<file path="src/rtl/wb_single_master_if.sv">
// -----------------------------------------------------------------------------
// wb_single_master_if
//
// Bundles the three signal groups of the single-transfer Wishbone master:
//   cmd_* : host command port   (valid/ready, host -> master)
//   rsp_* : host response port  (valid/ready, master -> host)
//   wb_*  : Wishbone pipelined-mode initiator signals
//
// Port summary (direction as seen by the master):
//   cmd_valid_i, cmd_we_i, cmd_adr_i, cmd_dat_i, cmd_sel_i   in
//   cmd_ready_o                                              out
//   rsp_ready_i                                              in
//   rsp_valid_o, rsp_dat_o, rsp_status_o                     out
//   wb_cyc_o, wb_stb_o, wb_we_o, wb_adr_o, wb_sel_o, wb_dat_o out
//   wb_dat_i, wb_ack_i, wb_err_i, wb_rty_i, wb_stall_i       in
//
// Modports:
//   master : the wb_single_master view
//   slave  : the environment view (host + interconnect)
// -----------------------------------------------------------------------------
interface wb_single_master_if #(
  parameter int ADDR_WIDTH = 32
);
  // Command port
  logic                  cmd_valid_i;
  logic                  cmd_ready_o;
  logic                  cmd_we_i;
  logic [ADDR_WIDTH-1:0] cmd_adr_i;
  logic [31:0]           cmd_dat_i;
  logic [3:0]            cmd_sel_i;

  // Response port
  logic                  rsp_valid_o;
  logic                  rsp_ready_i;
  logic [31:0]           rsp_dat_o;
  logic [1:0]            rsp_status_o;

  // Wishbone initiator
  logic                  wb_cyc_o;
  logic                  wb_stb_o;
  logic                  wb_we_o;
  logic [ADDR_WIDTH-1:0] wb_adr_o;
  logic [3:0]            wb_sel_o;
  logic [31:0]           wb_dat_o;
  logic [31:0]           wb_dat_i;
  logic                  wb_ack_i;
  logic                  wb_err_i;
  logic                  wb_rty_i;
  logic                  wb_stall_i;

  modport master (
    input  cmd_valid_i, cmd_we_i, cmd_adr_i, cmd_dat_i, cmd_sel_i,
    output cmd_ready_o,
    input  rsp_ready_i,
    output rsp_valid_o, rsp_dat_o, rsp_status_o,
    output wb_cyc_o, wb_stb_o, wb_we_o, wb_adr_o, wb_sel_o, wb_dat_o,
    input  wb_dat_i, wb_ack_i, wb_err_i, wb_rty_i, wb_stall_i
  );

  modport slave (
    output cmd_valid_i, cmd_we_i, cmd_adr_i, cmd_dat_i, cmd_sel_i,
    input  cmd_ready_o,
    output rsp_ready_i,
    input  rsp_valid_o, rsp_dat_o, rsp_status_o,
    input  wb_cyc_o, wb_stb_o, wb_we_o, wb_adr_o, wb_sel_o, wb_dat_o,
    output wb_dat_i, wb_ack_i, wb_err_i, wb_rty_i, wb_stall_i
  );
endinterface

</file>
<file path="src/rtl/wb_single_master.sv">
// -----------------------------------------------------------------------------
// wb_single_master
//
// Wishbone pipelined-mode single-transfer initiator. Each accepted command
// produces exactly one Wishbone transfer (plus re-issues on retry) and exactly
// one response carrying read data and a status code.
//
// Ports:
//   clk_i        clock, rising edge
//   rst_n_i      asynchronous active-low reset
//   bus          wb_single_master_if.master (command, response, Wishbone)
//   dbg_state_o  current FSM state (0 IDLE, 1 REQ, 2 WAIT, 3 BACKOFF, 4 RESP)
//
// Handshakes: a transfer on the cmd or rsp port happens at a rising edge where
// valid and ready are both 1. The producer holds valid and its payload stable
// until that edge; the consumer may change ready freely. Here cmd_ready_o
// depends only on the state (1 in IDLE), and rsp_valid_o with its payload is
// held stable in RESP until rsp_ready_i is seen.
//
// Response status: 00 ok, 01 err, 10 timeout, 11 retry exhausted.
// -----------------------------------------------------------------------------
module wb_single_master #(
  parameter int ADDR_WIDTH = 32,
  parameter int TIMEOUT    = 255,
  parameter int MAX_RETRY  = 3
) (
  input  logic                     clk_i,
  input  logic                     rst_n_i,
  wb_single_master_if.master       bus,
  output logic [2:0]               dbg_state_o
);

  typedef enum logic [2:0] {
    S_IDLE    = 3'd0,
    S_REQ     = 3'd1,
    S_WAIT    = 3'd2,
    S_BACKOFF = 3'd3,
    S_RESP    = 3'd4
  } state_e;

  localparam logic [1:0] ST_OK      = 2'b00;
  localparam logic [1:0] ST_ERR     = 2'b01;
  localparam logic [1:0] ST_TIMEOUT = 2'b10;
  localparam logic [1:0] ST_RTY_EXH = 2'b11;

  // Wide enough to hold TIMEOUT and MAX_RETRY (MAX_RETRY may be 0).
  localparam int TW = $clog2(TIMEOUT + 1);
  localparam int RW = $clog2(MAX_RETRY + 2);

  localparam logic [TW-1:0] TMO_LAST  = TW'(TIMEOUT - 1);
  localparam logic [RW-1:0] RETRY_MAX = RW'(MAX_RETRY);

  state_e                  state_q, state_d;
  logic                    we_q, we_d;
  logic [ADDR_WIDTH-1:0]   adr_q, adr_d;
  logic [3:0]              sel_q, sel_d;
  logic [31:0]             dat_q, dat_d;
  logic                    cyc_q, cyc_d;
  logic                    stb_q, stb_d;
  logic                    rsp_valid_q, rsp_valid_d;
  logic [31:0]             rsp_dat_q, rsp_dat_d;
  logic [1:0]              rsp_status_q, rsp_status_d;
  logic [RW-1:0]           retry_q, retry_d;
  logic [TW-1:0]           tmo_q, tmo_d;

  // Terminations only count while the strobe has been (or is being) accepted:
  // in REQ that needs stall low, in WAIT they are always valid.
  logic term_en;
  logic term_ack, term_err, term_rty;

  always_comb begin
    term_en  = ((state_q == S_REQ) && !bus.wb_stall_i) || (state_q == S_WAIT);
    term_ack = term_en && bus.wb_ack_i;
    term_err = term_en && !bus.wb_ack_i && bus.wb_err_i;
    term_rty = term_en && !bus.wb_ack_i && !bus.wb_err_i && bus.wb_rty_i;
  end

  always_comb begin
    state_d      = state_q;
    we_d         = we_q;
    adr_d        = adr_q;
    sel_d        = sel_q;
    dat_d        = dat_q;
    rsp_dat_d    = rsp_dat_q;
    rsp_status_d = rsp_status_q;
    retry_d      = retry_q;
    tmo_d        = tmo_q;

    unique case (state_q)
      S_IDLE: begin
        if (bus.cmd_valid_i) begin
          we_d    = bus.cmd_we_i;
          adr_d   = bus.cmd_adr_i;
          sel_d   = bus.cmd_sel_i;
          dat_d   = bus.cmd_dat_i;
          retry_d = '0;
          tmo_d   = '0;
          state_d = S_REQ;
        end
      end

      S_REQ, S_WAIT: begin
        tmo_d = tmo_q + TW'(1);
        if (term_ack) begin
          rsp_status_d = ST_OK;
          rsp_dat_d    = we_q ? 32'd0 : bus.wb_dat_i;
          state_d      = S_RESP;
        end else if (term_err) begin
          rsp_status_d = ST_ERR;
          rsp_dat_d    = 32'd0;
          state_d      = S_RESP;
        end else if (term_rty) begin
          if (retry_q < RETRY_MAX) begin
            retry_d = retry_q + RW'(1);
            state_d = S_BACKOFF;
          end else begin
            rsp_status_d = ST_RTY_EXH;
            rsp_dat_d    = 32'd0;
            state_d      = S_RESP;
          end
        end else if (tmo_q == TMO_LAST) begin
          // Counter reaches TIMEOUT this cycle; a termination above wins.
          rsp_status_d = ST_TIMEOUT;
          rsp_dat_d    = 32'd0;
          state_d      = S_RESP;
        end else if ((state_q == S_REQ) && !bus.wb_stall_i) begin
          state_d = S_WAIT;
        end
      end

      S_BACKOFF: begin
        tmo_d   = '0;
        state_d = S_REQ;
      end

      S_RESP: begin
        if (bus.rsp_ready_i) begin
          state_d = S_IDLE;
        end
      end

      default: begin
        state_d = S_IDLE;
      end
    endcase

    // Bus and response outputs are registered versions of the next state.
    cyc_d       = (state_d == S_REQ) || (state_d == S_WAIT);
    stb_d       = (state_d == S_REQ);
    rsp_valid_d = (state_d == S_RESP);
  end

  always_ff @(posedge clk_i or negedge rst_n_i) begin
    if (!rst_n_i) begin
      state_q      <= S_IDLE;
      we_q         <= 1'b0;
      adr_q        <= '0;
      sel_q        <= '0;
      dat_q        <= '0;
      cyc_q        <= 1'b0;
      stb_q        <= 1'b0;
      rsp_valid_q  <= 1'b0;
      rsp_dat_q    <= '0;
      rsp_status_q <= '0;
      retry_q      <= '0;
      tmo_q        <= '0;
    end else begin
      state_q      <= state_d;
      we_q         <= we_d;
      adr_q        <= adr_d;
      sel_q        <= sel_d;
      dat_q        <= dat_d;
      cyc_q        <= cyc_d;
      stb_q        <= stb_d;
      rsp_valid_q  <= rsp_valid_d;
      rsp_dat_q    <= rsp_dat_d;
      rsp_status_q <= rsp_status_d;
      retry_q      <= retry_d;
      tmo_q        <= tmo_d;
    end
  end

  assign bus.cmd_ready_o  = (state_q == S_IDLE);
  assign bus.rsp_valid_o  = rsp_valid_q;
  assign bus.rsp_dat_o    = rsp_dat_q;
  assign bus.rsp_status_o = rsp_status_q;
  assign bus.wb_cyc_o     = cyc_q;
  assign bus.wb_stb_o     = stb_q;
  assign bus.wb_we_o      = we_q;
  assign bus.wb_adr_o     = adr_q;
  assign bus.wb_sel_o     = sel_q;
  assign bus.wb_dat_o     = dat_q;
  assign dbg_state_o      = state_q;

endmodule

</file>
<file path="src/flat_wrapper.sv">
// flat-port wrapper written by rule: the top's interface ports become plain ports
module wb_single_master_flat 
#(
  parameter int ADDR_WIDTH = 32,
  parameter int TIMEOUT    = 255,
  parameter int MAX_RETRY  = 3
)
  (clk_i, rst_n_i, dbg_state_o, bus_cmd_valid_i, bus_cmd_we_i, bus_cmd_adr_i, bus_cmd_dat_i, bus_cmd_sel_i, bus_cmd_ready_o, bus_rsp_ready_i, bus_rsp_valid_o, bus_rsp_dat_o, bus_rsp_status_o, bus_wb_cyc_o, bus_wb_stb_o, bus_wb_we_o, bus_wb_adr_o, bus_wb_sel_o, bus_wb_dat_o, bus_wb_dat_i, bus_wb_ack_i, bus_wb_err_i, bus_wb_rty_i, bus_wb_stall_i);
  wb_single_master_if #(.ADDR_WIDTH(ADDR_WIDTH)) bus_i ();
  input  logic clk_i;
  input  logic rst_n_i;
  output logic [2:0] dbg_state_o;
  input wire logic [$bits(bus_i.cmd_valid_i)-1:0] bus_cmd_valid_i;
  input wire logic [$bits(bus_i.cmd_we_i)-1:0] bus_cmd_we_i;
  input wire logic [$bits(bus_i.cmd_adr_i)-1:0] bus_cmd_adr_i;
  input wire logic [$bits(bus_i.cmd_dat_i)-1:0] bus_cmd_dat_i;
  input wire logic [$bits(bus_i.cmd_sel_i)-1:0] bus_cmd_sel_i;
  output wire logic [$bits(bus_i.cmd_ready_o)-1:0] bus_cmd_ready_o;
  input wire logic [$bits(bus_i.rsp_ready_i)-1:0] bus_rsp_ready_i;
  output wire logic [$bits(bus_i.rsp_valid_o)-1:0] bus_rsp_valid_o;
  output wire logic [$bits(bus_i.rsp_dat_o)-1:0] bus_rsp_dat_o;
  output wire logic [$bits(bus_i.rsp_status_o)-1:0] bus_rsp_status_o;
  output wire logic [$bits(bus_i.wb_cyc_o)-1:0] bus_wb_cyc_o;
  output wire logic [$bits(bus_i.wb_stb_o)-1:0] bus_wb_stb_o;
  output wire logic [$bits(bus_i.wb_we_o)-1:0] bus_wb_we_o;
  output wire logic [$bits(bus_i.wb_adr_o)-1:0] bus_wb_adr_o;
  output wire logic [$bits(bus_i.wb_sel_o)-1:0] bus_wb_sel_o;
  output wire logic [$bits(bus_i.wb_dat_o)-1:0] bus_wb_dat_o;
  input wire logic [$bits(bus_i.wb_dat_i)-1:0] bus_wb_dat_i;
  input wire logic [$bits(bus_i.wb_ack_i)-1:0] bus_wb_ack_i;
  input wire logic [$bits(bus_i.wb_err_i)-1:0] bus_wb_err_i;
  input wire logic [$bits(bus_i.wb_rty_i)-1:0] bus_wb_rty_i;
  input wire logic [$bits(bus_i.wb_stall_i)-1:0] bus_wb_stall_i;
  assign bus_i.cmd_valid_i = bus_cmd_valid_i;
  assign bus_i.cmd_we_i = bus_cmd_we_i;
  assign bus_i.cmd_adr_i = bus_cmd_adr_i;
  assign bus_i.cmd_dat_i = bus_cmd_dat_i;
  assign bus_i.cmd_sel_i = bus_cmd_sel_i;
  assign bus_cmd_ready_o = bus_i.cmd_ready_o;
  assign bus_i.rsp_ready_i = bus_rsp_ready_i;
  assign bus_rsp_valid_o = bus_i.rsp_valid_o;
  assign bus_rsp_dat_o = bus_i.rsp_dat_o;
  assign bus_rsp_status_o = bus_i.rsp_status_o;
  assign bus_wb_cyc_o = bus_i.wb_cyc_o;
  assign bus_wb_stb_o = bus_i.wb_stb_o;
  assign bus_wb_we_o = bus_i.wb_we_o;
  assign bus_wb_adr_o = bus_i.wb_adr_o;
  assign bus_wb_sel_o = bus_i.wb_sel_o;
  assign bus_wb_dat_o = bus_i.wb_dat_o;
  assign bus_i.wb_dat_i = bus_wb_dat_i;
  assign bus_i.wb_ack_i = bus_wb_ack_i;
  assign bus_i.wb_err_i = bus_wb_err_i;
  assign bus_i.wb_rty_i = bus_wb_rty_i;
  assign bus_i.wb_stall_i = bus_wb_stall_i;
  wb_single_master #(.ADDR_WIDTH(ADDR_WIDTH), .TIMEOUT(TIMEOUT), .MAX_RETRY(MAX_RETRY)) u_core (.clk_i(clk_i), .rst_n_i(rst_n_i), .bus(bus_i), .dbg_state_o(dbg_state_o));
endmodule
</file>
<file path="config.mk">
export PLATFORM = sky130hd
export DESIGN_NAME = wb_single_master_flat
export DESIGN_NICKNAME = d
export VERILOG_FILES = /design/src/rtl/wb_single_master_if.sv /design/src/rtl/wb_single_master.sv /design/src/flat_wrapper.sv
export SDC_FILE = /design/constraint.sdc
export NUM_CORES = 1
export LEC_CHECK = 0
export ABC_AREA = 1
export ABC_CLOCK_PERIOD_IN_PS = 1900
export CAP_MARGIN = 20
export CORE_UTILIZATION = 42
export CTS_CLUSTER_DIAMETER = 40
export CTS_CLUSTER_SIZE = 40
export DETAILED_ROUTE_END_ITERATION = 16
export PLACE_DENSITY = 0.8
export SKIP_LAST_GASP = 1
export SLEW_MARGIN = 20
export SYNTH_ARGS = -nofsm -noshare
export SYNTH_HDL_FRONTEND = slang
export SYNTH_SLANG_ARGS = --single-unit
</file>
<file path="constraint.sdc">
create_clock -name clk_i -period 1.9 [get_ports clk_i]
set_clock_uncertainty 0.15 [all_clocks]
set_input_delay 0.38 -clock clk_i [delete_from_list [all_inputs] [get_ports clk_i]]
set_output_delay 0.38 -clock clk_i [all_outputs]
set_load 0.05 [all_outputs]
</file>
---- Word level (Yosys, flattened, before mapping) ----
Index checks and enable logic that the tools add are counted.
W data, S select, Z words.
storage, ports and cells
  register bits ........................... 120
  input port bits ......................... 109
  output and inout bits ................... 110
  logic and storage cells ................. 77
cells by class
  add/sub/neg operators ................... 2
  order comparisons ....................... 1
  equal/unequal tests ..................... 14
  multiplexer cells ....................... 28
  reductions and logical operators ........ 20
operators with widths
  operator               number
  $mux W32               6
  $mux W3                13
  $pmux W8 S3            1
  $pmux W3 S4            1
  $mux W2                5
  $eq A3 B2 Y1 const B   3
  $add A8 B1 Y8 const B  1
  $eq A8 B8 Y1 const B   1
  $mux W8                1
  $eq A3 B1 Y1 const B   2
  $eq A3 B3 Y1 const B   2
  $logic_and A1 B1 Y1    6
  $ne A2 B2 Y1 const B   3
  $pmux W3 S2            1
  $reduce_and A6 Y1      1
  $ne A2 B1 Y1 const B   2
  $ne A4 B2 Y1 const B   1
  $reduce_and A2 Y1      2
  $reduce_bool A4 Y1     1
  $add A3 B1 Y3 const B  1
  $logic_not A1 Y1       3
  $logic_not A3 Y1       1
  $lt A3 B2 Y1 const B   1
  $reduce_and A3 Y1      1
  other kinds (4)        5

---- Depth between registers and ports, before layout ----
Gate-level depths: netlist of the first run.
  depth after elaboration ................. 12
  depth in mapped cells ................... 10
  gate-level depth less buffers ........... 10

---- Worst setup path after synthesis of the first run ----
OpenSTA, ideal clock, no wires.
  path type ............................... register to register
  start point ............................. reg u_core.state_q[0] (netlist: u_core.dbg_state_o[0])
  end point ............................... reg u_core.dat_q[10] (netlist: u_core.bus.wb_dat_o[10])
  setup time .............................. 118 ps
  arrival ................................. 2107 ps
  data required time ...................... 1632 ps
  slack ................................... -475 ps
  stages on the path, launching flop included .. 9
  path buffers ............................ 2
  clock period less this slack ............ 2375 ps
  cell sequence ........................... dfrtp_1 nor2_2 inv_1 nor2_2 nand2_1 buf_2 buf_2 nand2_1 nand2_1
between the ends
  cells in the longest elaborated chain, start to end .. 2
RTL lines
  item                         line                     text
  start: declaration           wb_single_master.sv:53   state_e state_q, state_d;
  start signal: assignment     wb_single_master.sv:168  state_q <= state_d;
  $logic_not A3 Y1             n/a
  net bus_cmd_ready_o          flat_wrapper.sv:18       output wire logic [$bits(bus_i.cmd_ready_o)-1:0] bus_cmd_ready_o;
  $reduce_and A2 Y1 (no line)  n/a
  end signal: assignment       wb_single_master.sv:172  dat_q <= dat_d;
  end: declaration             wb_single_master.sv:57   logic [31:0] dat_q, dat_d;
The timed path passes the listed nets, and every way through them passes these cells.
A chain may end at the register's enable or synchronous reset.

---- Final worst setup path of the first run ----
  start point ............................. reg u_core.state_q[0] (netlist: u_core.dbg_state_o[0])
  end point ............................... out bus_cmd_ready_o
between the ends
  cells in the longest elaborated chain, start to end .. 1
RTL lines
  item              line                     text
  $logic_not A3 Y1  wb_single_master.sv:183  assign bus.cmd_ready_o = (state_q == S_IDLE);
  end: declaration  flat_wrapper.sv:18
No other way between the ends.

==> metrics.md, run 1 <==
| Metric | Value |
|---|---|
| DRC Markers | `0` |
| Mean post-synth cell area | `8.79 sq um` |
| Crit path max-delay family | `flip-flops` |
| Commonest cells after routing, fill and taps aside | `nand2_1 (322), buf_4 (126), dfrtp_1 (117)` |
| RSZ-0062 raised after global routing | `yes` |
| Number of core rows | `38` |
| Commonest non-fill, non-tap cell in the layout | `nand2_1` |
| Number of CTS-inserted buffers | `17` |
| Count of final max-slew check failures | `0` |
| Fin crit period | `1.89 ns` |
| CTS root buf | `clkbuf_16` |
| GR Layer Usage met2 | `0.420` |
| GPL Wtd Cong | `0.870` |
| Dpl cell area | `7100 sq um` |
| Largest net degree at the start of global routing | `71` |
| Total power | `16.4 mW` |
| Fmax | `0.528 GHz` |
| Post-DRT Antenna Nets | `0` |
| Worst Reg-to-Reg Cells | `12` |
| Part of the power in combinational logic | `0.530` |
| Hold-critical path depth | `2` |
| Antenna cell count | `0` |
| Seq/Total Area, Yosys | `0.616` |
| Top cell by count, worst path | `nor2_4` |
| H-tree levels | `4` |
| Worst-skew pair later-pin latency | `0.41 ns` |
| First-pass GRT wire length | `22.3 mm` |
| Critical path, cell by cell | `nor2_4 -> inv_2 -> nor2_4 -> buf_12` |
| Die Span X | `110 microns` |
| Number of port buffers | `~220` |
| Share of layout cells above drive strength 1 | `0.252` |
| WL/cell | `approximately 15 microns` |
| Arr. time, crit path | `1.36 ns` |
| GRT overflow | `0` |
| Drt pass-1 iters | `4` |
| Starting DRT DRC Count | `247` |
| Final core utilization | `0.712` |
| GRT busiest layer | `met2` |
| Wire length after detailed routing | `14.4 mm` |
| Int Pwr | `8.53 mW` |
| Clk sink count | `120` |
| CP Class | `reg2out` |
| Die H | `110 microns` |
| Post-Syn Nets | `around 670` |
| CP Max Fanout | `3` |
| Synthesis-to-layout area growth | `61.7%` |
| Via count | `around 4600` |
| Max clock buf depth | `2` |
| Slew @ Worst Pin | `0.410 ns` |
| Worst-path clk slew | `0.05 ns` |
| Final setup viols | `0` |
| Ys Warns | `0` |
| CP peak stage delay | `0.44 ns` |
| Met1 track demand over resource | `0.282` |
| Detailed Place HPWL | `9.70 mm` |
| CP Launch Type | `flip-flop` |
| Clock power frac | `0.202` |
| Min-delay worst type | `reg2reg` |
| Sequential Power Share | `0.268` |
| Final TNS setup | `0 ns` |
| Slew headroom | `0.726` |
| Outcome | `finished, final reports clean` |
| Count of buffer and inverter cells on the critical path | `2` |
| Final hold violation count | `0` |
| Final instance area | `7890 sq um` |
| Layout Nets | `913` |
| Net Sw Frac | `0.480` |
| CP endpoint kind | `output pin` |
| Synthesized cell area | `4880 sq um` |
| Met3 usage | `0.0848` |
| Max_cap viols | `0` |
| Static Leak | `4.17 nW` |
| Switching pwr | `7.87 mW` |
| Vias per inst | `between 4 and 5` |
| IO Count | `219` |
| Worst path slowest cell | `dfrtp_2` |
| Hold wc startpoint | `u_core.bus.rsp_dat_o[18]` |
| GRT Total Usage | `0.246` |
| Critical Path RT | `between 1 and 1.5 ns` |
| PwrDens | `2080 nW/um^2` |
| Worst R2R End | `u_core.bus.wb_cyc_o` |
| RR Startpoint | `u_core.dbg_state_o[1]` |
| Synth Register Bits | `120` |
| Vias in the first global route | `4727` |
| WHS Endpoint | `u_core.bus.rsp_dat_o[18]` |
| Antenna violations before repair | `0` |
| CORE AREA | `~11000 sq um` |
| Reg2reg setup slack | `roughly 0.020 ns` |
| Unique masters post-synth | `30` |
| Fin crit share | `0.996` |
| Synth Instances | `555` |
| CTS tree | `done` |
| Initial Util | `0.440` |
| Max rail drop VDD | `~1.4 mV` |
| Total Die Area | `roughly 12000 sq um` |
registers in the layout, summed over array words and instances, names as in the netlist:
register,count
u_core.dbg_state_o,3
u_core.bus.wb_sel_o,4
u_core.bus.wb_we_o,1
u_core.bus.wb_stb_o,1
u_core.tmo_q,8
u_core.bus.wb_dat_o,32
u_core.bus.rsp_status_o,2
u_core.retry_q,3
u_core.bus.wb_adr_o,32
u_core.bus.rsp_valid_o,1
u_core.bus.rsp_dat_o,32
u_core.bus.wb_cyc_o,1
worst max-delay path by stage:
stage | start | endpoint | cells after the start
global route | u_core.dbg_state_o[0] | u_core.bus.wb_cyc_o | 13
detailed placement | bus_cmd_valid_i | u_core.tmo_q[6] | 8
floorplan | u_core.dbg_state_o[2] | u_core.bus.rsp_dat_o[10] | 9
finish | u_core.dbg_state_o[0] | bus_cmd_ready_o | 4
CTS | u_core.dbg_state_o[0] | bus_cmd_ready_o | 4
global placement | bus_cmd_valid_i | u_core.tmo_q[6] | 8
worst reg2reg max path: cells and delay by family (launching register included):
kind	cells	cell delay, ns
buf+inv	4	0.52
flops	1	0.44
simple gates	8	0.72
power by group through the flow:
stage / sequential, mW / clock (mW) / combinational, mW
global placement: 4.35 / 0 / 8.26
global route: 4.54 / 3.48 / 9.22
detailed placement: 4.38 / 0 / 8.45
CTS: 4.38 / 3.34 / 8.57
floorplan: 8.04 / 0 / 1.91
finish: 4.39 / 3.31 / 8.70
synth_stat cells (all sizes together):
| library cell | instances | area (sq um) |
|---|---|---|
| a21oi | 7 | 46.3 |
| a31oi | 1 | 6.26 |
| buf | 15 | 103 |
| clkbuf | 5 | 18.8 |
| dfrtp | 120 | 3000 |
| ha | 3 | 37.5 |
| inv | 23 | 86.3 |
| nand2 | 339 | 1310 |
| nand3 | 11 | 87.6 |
| nand3b | 1 | 7.51 |
| nand4 | 5 | 37.5 |
| nor2 | 11 | 51.3 |
| nor2b | 1 | 6.26 |
| nor3 | 4 | 20.0 |
| nor3b | 1 | 7.51 |
| o21a | 1 | 7.51 |
| o21ai | 5 | 28.8 |
| o22ai | 1 | 6.26 |
| xor2 | 1 | 8.76 |
through the flow:
stage	setup slack [ns]	hold WS, ns	cells
final	0.00748	0.328	954
after global routing	-0.0745	0.351	954
after CTS	0.00423	0.331	950
after detailed placement	-0.136	0.249	912
after global placement	-0.0612	0.242	912
after floorplan	0.00784	-0.0656	555
what timing repair did:
| item | 4_1_cts | 5_1_grt |
|---|---|---|
| cloned | 0 | 3 |
| setup endpoints to repair | 1 | 27 |
| buffers inserted | 5 | 1 |
| resized for setup | 0 | 16 |
| hold endpoints to repair | 120 | 0 |
| pin swaps | 1 | 3 |
| hold buffers | 1 | 0 |
cell type report:
cell class | count | area (sq um)
Multi-Input combinational cell | 392 | 1740
Clock buffer | 24 | 492
Clock inverter | 8 | 118
Fill cell | 803 | 3190
Timing Repair Buffer | 247 | 2270
Tap cell | 140 | 175
Sequential cell | 120 | 3010
Inverter | 23 | 86.3
layer usage:
layer | share of wire | wire, microns
met1 | 0.38 | 5540
met2 | 0.51 | 7350
met3 | 0.086 | 1240
met4 | 0.019 | 273
met5 | 0 | 0
kinds of logic (layout without fill, tap and decap cells):
| family | count (synthesis) | after routing | synth area share |
|---|---|---|---|
| simple gates | 373 | 373 | 0.313 |
| compound gates | 15 | 15 | 0.0195 |
| fa+ha+maj | 3 | 3 | 0.00770 |
| buf+inv | 43 | 302 | 0.0426 |
| flops | 120 | 120 | 0.616 |
| xor+xnor | 1 | 1 | 0.00180 |
Note: power is estimated with default switching activity, not from simulation.
==> run 2: changes to the inputs <==
Settings changed: GPL_ROUTABILITY_DRIVEN from default to 0, RECOVER_POWER from default to 25.
==> run 2 against run 1 <==
Compared with the run above: global-route usage did not move; final cell count did not move; flip-flop and latch count unchanged; total power hardly changed; sequential power hardly changed; critical path type unchanged; critical endpoint unchanged.
==> metrics.md, run 2 (synthesized netlist as in run 1, its figures left out) <==
| Metric | Value |
|---|---|
| Part of the power in combinational logic | `0.530` |
| Arr. time, crit path | `1.36 ns` |
| Antenna cell count | `0` |
| Number of port buffers | `roughly 220` |
| Count of final max-slew check failures | `0` |
| WHS Endpoint | `u_core.bus.rsp_dat_o[18]` |
| Int Pwr | `about 8.5 mW` |
| Non-Filler Instances | `954` |
| Post-DRT Antenna Nets | `0` |
| H-tree levels | `4` |
| Commonest cells after routing, fill and taps aside | `nand2_1 (322), buf_4 (125), dfrtp_1 (117)` |
| CTS root buf | `clkbuf_16` |
| Synthesis-to-layout area growth | `61.1%` |
| Total Die Area | `roughly 12000 sq um` |
| PwrDens | `2090 nW/um^2` |
| GRT overflow | `0` |
| Min-delay worst type | `reg2reg` |
| CP Launch Type | `flip-flop` |
| Worst-path clk slew | `0.05 ns` |
| Slew @ Worst Pin | `about 0.96 ns` |
| Clock power frac | `0.202` |
| DRC Markers | `0` |
| Share of layout cells above drive strength 1 | `0.251` |
| CP Max Fanout | `3` |
| Final setup viols | `0` |
| Final TNS setup | `0 ns` |
| Wire length after detailed routing | `14.4 mm` |
| Max clock buf depth | `2` |
| Critical Path RT | `1.37 ns` |
| Max rail drop VDD | `1.43 mV` |
| Fmax | `around 0.53 GHz` |
| Reg2reg setup slack | `0.02 ns` |
| CTS tree | `done` |
| Largest net degree at the start of global routing | `slightly above 70` |
| Outcome | `finished, final reports clean` |
| Die H | `110 microns` |
| Vias in the first global route | `4727` |
| Layout Nets | `913` |
| RR Startpoint | `u_core.dbg_state_o[1]` |
| Clk sink count | `120` |
| Starting DRT DRC Count | `248` |
| Number of CTS-inserted buffers | `17` |
| CP Class | `reg2out` |
| Max_cap viols | `0` |
| Static Leak | `around 4.2 nW` |
| Sequential Power Share | `0.268` |
| Placed Cells | `between 900 and 1000` |
| Post-Place Setup Slack | `-0.136 ns` |
| Number of core rows | `38` |
| CORE AREA | `11100 sq um` |
| Final WS setup | `~0.009 ns` |
| Vias per inst | `4.89` |
| Initial Util | `0.440` |
| Worst Reg-to-Reg Cells | `12` |
| First-pass GRT wire length | `22.3 mm` |
| Die Span X | `110 microns` |
| Detailed Place HPWL | `9.70 mm` |
| Net Sw Frac | `0.480` |
| Fin crit period | `1.89 ns` |
| IO Count | `219` |
| Hold-critical path depth | `2` |
| Switching pwr | `roughly 7.9 mW` |
| RSZ-0062 raised after global routing | `yes` |
| Worst-skew pair later-pin latency | `just over 0.4 ns` |
| Commonest non-fill, non-tap cell in the layout | `nand2_1` |
| Antenna violations before repair | `0` |
| Hold wc startpoint | `u_core.bus.rsp_dat_o[18]` |
| Final hold violation count | `0` |
| Drt pass-1 iters | `4` |
| WL/cell | `between 15 and 20 microns` |
| Via count | `about 4700` |
| Fin crit share | `0.995` |
| GRT Total Usage | `0.246` |
| CP endpoint kind | `output pin` |
| Slew headroom | `0.359` |
| Worst R2R End | `u_core.bus.wb_cyc_o` |
[run 2: cell count changes in the layout (fill, tap and decap cells not counted), sizes merged]
cell / before / now
clkbuf: 26 / 29
buf: 137 / 134
[run 2: worst max path at each step]
stage,start,to,slack (ns)
after floorplan,u_core.dbg_state_o[2],u_core.bus.rsp_dat_o[10],0.008
after global placement,bus_cmd_valid_i,u_core.tmo_q[6],-0.06
after detailed placement,bus_cmd_valid_i,u_core.tmo_q[6],-0.14
after CTS,u_core.dbg_state_o[0],bus_cmd_ready_o,0.004
after global routing,u_core.dbg_state_o[0],u_core.bus.wb_cyc_o,-0.07
final,u_core.dbg_state_o[0],bus_cmd_ready_o,0.009
[run 2: critical path, cell delays in order (launching register included)]
cell and delay, ns:
dfrtp_2 0.44, nor2_4 0.14, inv_2 0.06, nor2_4 0.15, buf_12 0.16
[run 2: metal layers]
metal  part of all wire  wire, microns  global-route usage
met1               0.39           5560               0.282
met2               0.51           7310               0.420
met3              0.089           1290              0.0848
met4              0.019            280               0.103
met5                  0              0                   0
[run 2: final cells by class]
type,count,area [sq um]
sequential,120,3010
tap,140,175
clock inverter,8,118
clock buffer,24,492
inverter,23,86.3
fill,808,3220
multi-input combinational,392,1740
timing repair buffer,247,2240
[run 2: timing repair]
item	in CTS	in global routing
hold endpoints to repair	120	0
buffers inserted	5	1
cloned	0	3
endpoints found under the setup margin	1	27
gates resized for setup	0	16
hold buffers	1	0
pin swaps	1	3
[run 2: power groups by stage]
stage	sequential, mW	combinational, mW	clock (mW)
2_1_floorplan	8.04	1.91	0
3_3_place_gp	4.35	8.26	0
3_5_place_dp	4.38	8.45	0
4_1_cts	4.38	8.57	3.34
5_1_grt	4.53	9.21	3.48
6_report	4.39	8.70	3.31
[run 2: through the flow]
stage	utilization	hold slack (ns)	area [sq um]	total power, mW
floorplan	-	-0.0656	4900	9.95
global placement	0.641	0.242	7100	12.6
detailed placement	0.641	0.249	7100	12.8
CTS	0.700	0.331	7750	16.3
global route	0.709	0.351	7860	17.2
finish	0.709	0.328	7860	16.4
==> variant (settings of run 1) <==
`TIMEOUT` is set to 255 in 2 places; all go to 510.
--- a/src/rtl/wb_single_master.sv
+++ b/src/rtl/wb_single_master.sv
@@ -21,7 +21,7 @@
 // -----------------------------------------------------------------------------
 module wb_single_master #(
   parameter int ADDR_WIDTH = 32,
-  parameter int TIMEOUT    = 255,
+  parameter int TIMEOUT    = 510,
   parameter int MAX_RETRY  = 3
 ) (
   input  logic                     clk_i,
--- a/src/flat_wrapper.sv
+++ b/src/flat_wrapper.sv
@@ -2,7 +2,7 @@
 module wb_single_master_flat 
 #(
   parameter int ADDR_WIDTH = 32,
-  parameter int TIMEOUT    = 255,
+  parameter int TIMEOUT    = 510,
   parameter int MAX_RETRY  = 3
 )
   (clk_i, rst_n_i, dbg_state_o, bus_cmd_valid_i, bus_cmd_we_i, bus_cmd_adr_i, bus_cmd_dat_i, bus_cmd_sel_i, bus_cmd_ready_o, bus_rsp_ready_i, bus_rsp_valid_o, bus_rsp_dat_o, bus_rsp_status_o, bus_wb_cyc_o, bus_wb_stb_o, bus_wb_we_o, bus_wb_adr_o, bus_wb_sel_o, bus_wb_dat_o, bus_wb_dat_i, bus_wb_ack_i, bus_wb_err_i, bus_wb_rty_i, bus_wb_stall_i);
Function: same outputs for any inputs over 4 cycles, from zero or initial values and one cycle with rst_n_i low; that may be too few to reach the edited logic, so the function may still have changed.
==> variant against run 1 <==
- final area fell by 2.3%
- total power rose by 0.43%
- sequential cell count rose by 1
- fmax rose by 3.1%
- global-route usage fell by 2.9 points
- core utilization fell by 1.6 points
- synthesized area fell by 0.23%
- synthesized cell count rose by 0.90%
- worst setup slack improved by 0.057 ns
- wire length fell by 11%
- highest routed layer unchanged
==> variant: results <==
metrics = {
    "finish": {
        "num-fill-cells": 828,
        "nets": 905,
        "drive_above_1_share_pct": 21.2,
    },
    "routing": {
        "drt-initial-drc-count": 243,
        "wl_um": 12800,
    },
    "grt": {
        "grt_pass1_wl_um": 19900,
        "grt_pass1_vias": 4169,
        "grt.total_usage_pct": 21.8,
    },
    "place": {
        "dpl.hpwl_um": 9050,
        "place.gp.congestion": 0.820,
    },
    "critical_path": {
        "r2r_setup_slack_ns": 0.14,
        "rr_startpoint": "u_core.dbg_state_o[2]",
        "critPathMaxFanout": 5,
        "r2r_cells": 9,
        "arrival_ns": 1.31,
        "regToRegEndpoint": "u_core.bus.rsp_dat_o[19]",
    },
    "sta": {
        "max-slew-margin-rel_pct": 77.7,
        "hold_slack_ns": 0.244,
    },
    "logic_synthesis": {
        "seq_area_frac_synth_pct": 62.2,
        "syn-num-nets": 672,
        "yosys-top-cells-area": "dfrtp_1 62%, nand2_1 26%, inv_1 1.5%",
        "synth.cells.most_frequent": "339 x nand2_1, 121 x dfrtp_1, 19 x inv_1",
    },
    "status": {
        "status": "completed",
    },
    "power": {
        "p_leak_nw": 4.08,
        "ir_drop_v": 0.00132,
    },
    "hold_path": {
        "hp-class": "primary input to async pin",
    },
}
## variant: layer usage
| layer | wire [um] | vias to the layer above | track usage, % |
|---|---|---|---|
| met2 | 6440 | 163 | 37.1 |
| met1 | 5220 | 2070 | 25.5 |
| met5 | 0 | - | 0 |
| li1 | - | 2171 | - |
| met3 | 905 | 22 | 7.17 |
| met4 | 275 | 0 | 8.19 |
## variant: cells by family after synthesis
group | synth area share [%]
DFF | 62.2
xor gates and xnor gates | 0.540
buffers and inverters | 3.75
AOI/OAI and AO/OA | 1.65
and+or+nand+nor | 31.1
adders and majority gates | 0.771
## variant: worst register-to-register path, cell delays in order (launching register included)
cell     delay, ns
dfrtp_1       0.41
inv_1         0.13
nand3_1       0.15
nand2_2       0.17
nand3_2       0.11
nand3_2       0.11
nand3_4       0.10
buf_12        0.17
nand2_1       0.07
nand2_1       0.06
## variant: layout make-up
class / count / area (um^2) / share of cell area [%]
Timing Repair Buffer: 234 / 2130 / 27.6
Clock buffer: 23 / 458 / 5.94
Tap cell: 140 / 175 / 2.27
Sequential cell: 121 / 3030 / 39.3
Inverter: 21 / 78.8 / 1.02
Multi-Input combinational cell: 398 / 1670 / 21.6
Clock inverter: 9 / 170 / 2.21
## variant: stage by stage
stage               std cells  util, %  area (um^2)  worst slack (ns)
floorplan                 560        -         4870           0.00630
global placement          913     63.7         7050           -0.0625
detailed placement        913     63.7         7050            -0.153
CTS                       946     69.5         7700           0.00315
global route              946     69.6         7700           0.00583
finish                    946     69.6         7700            0.0647
## variant: where the power goes
group | total, mW | internal (mW) | switching [mW]
Combinational | 8.64 | 2.54 | 6.10
Sequential | 4.41 | 3.72 | 0.688
Clock | 3.42 | 2.35 | 1.07
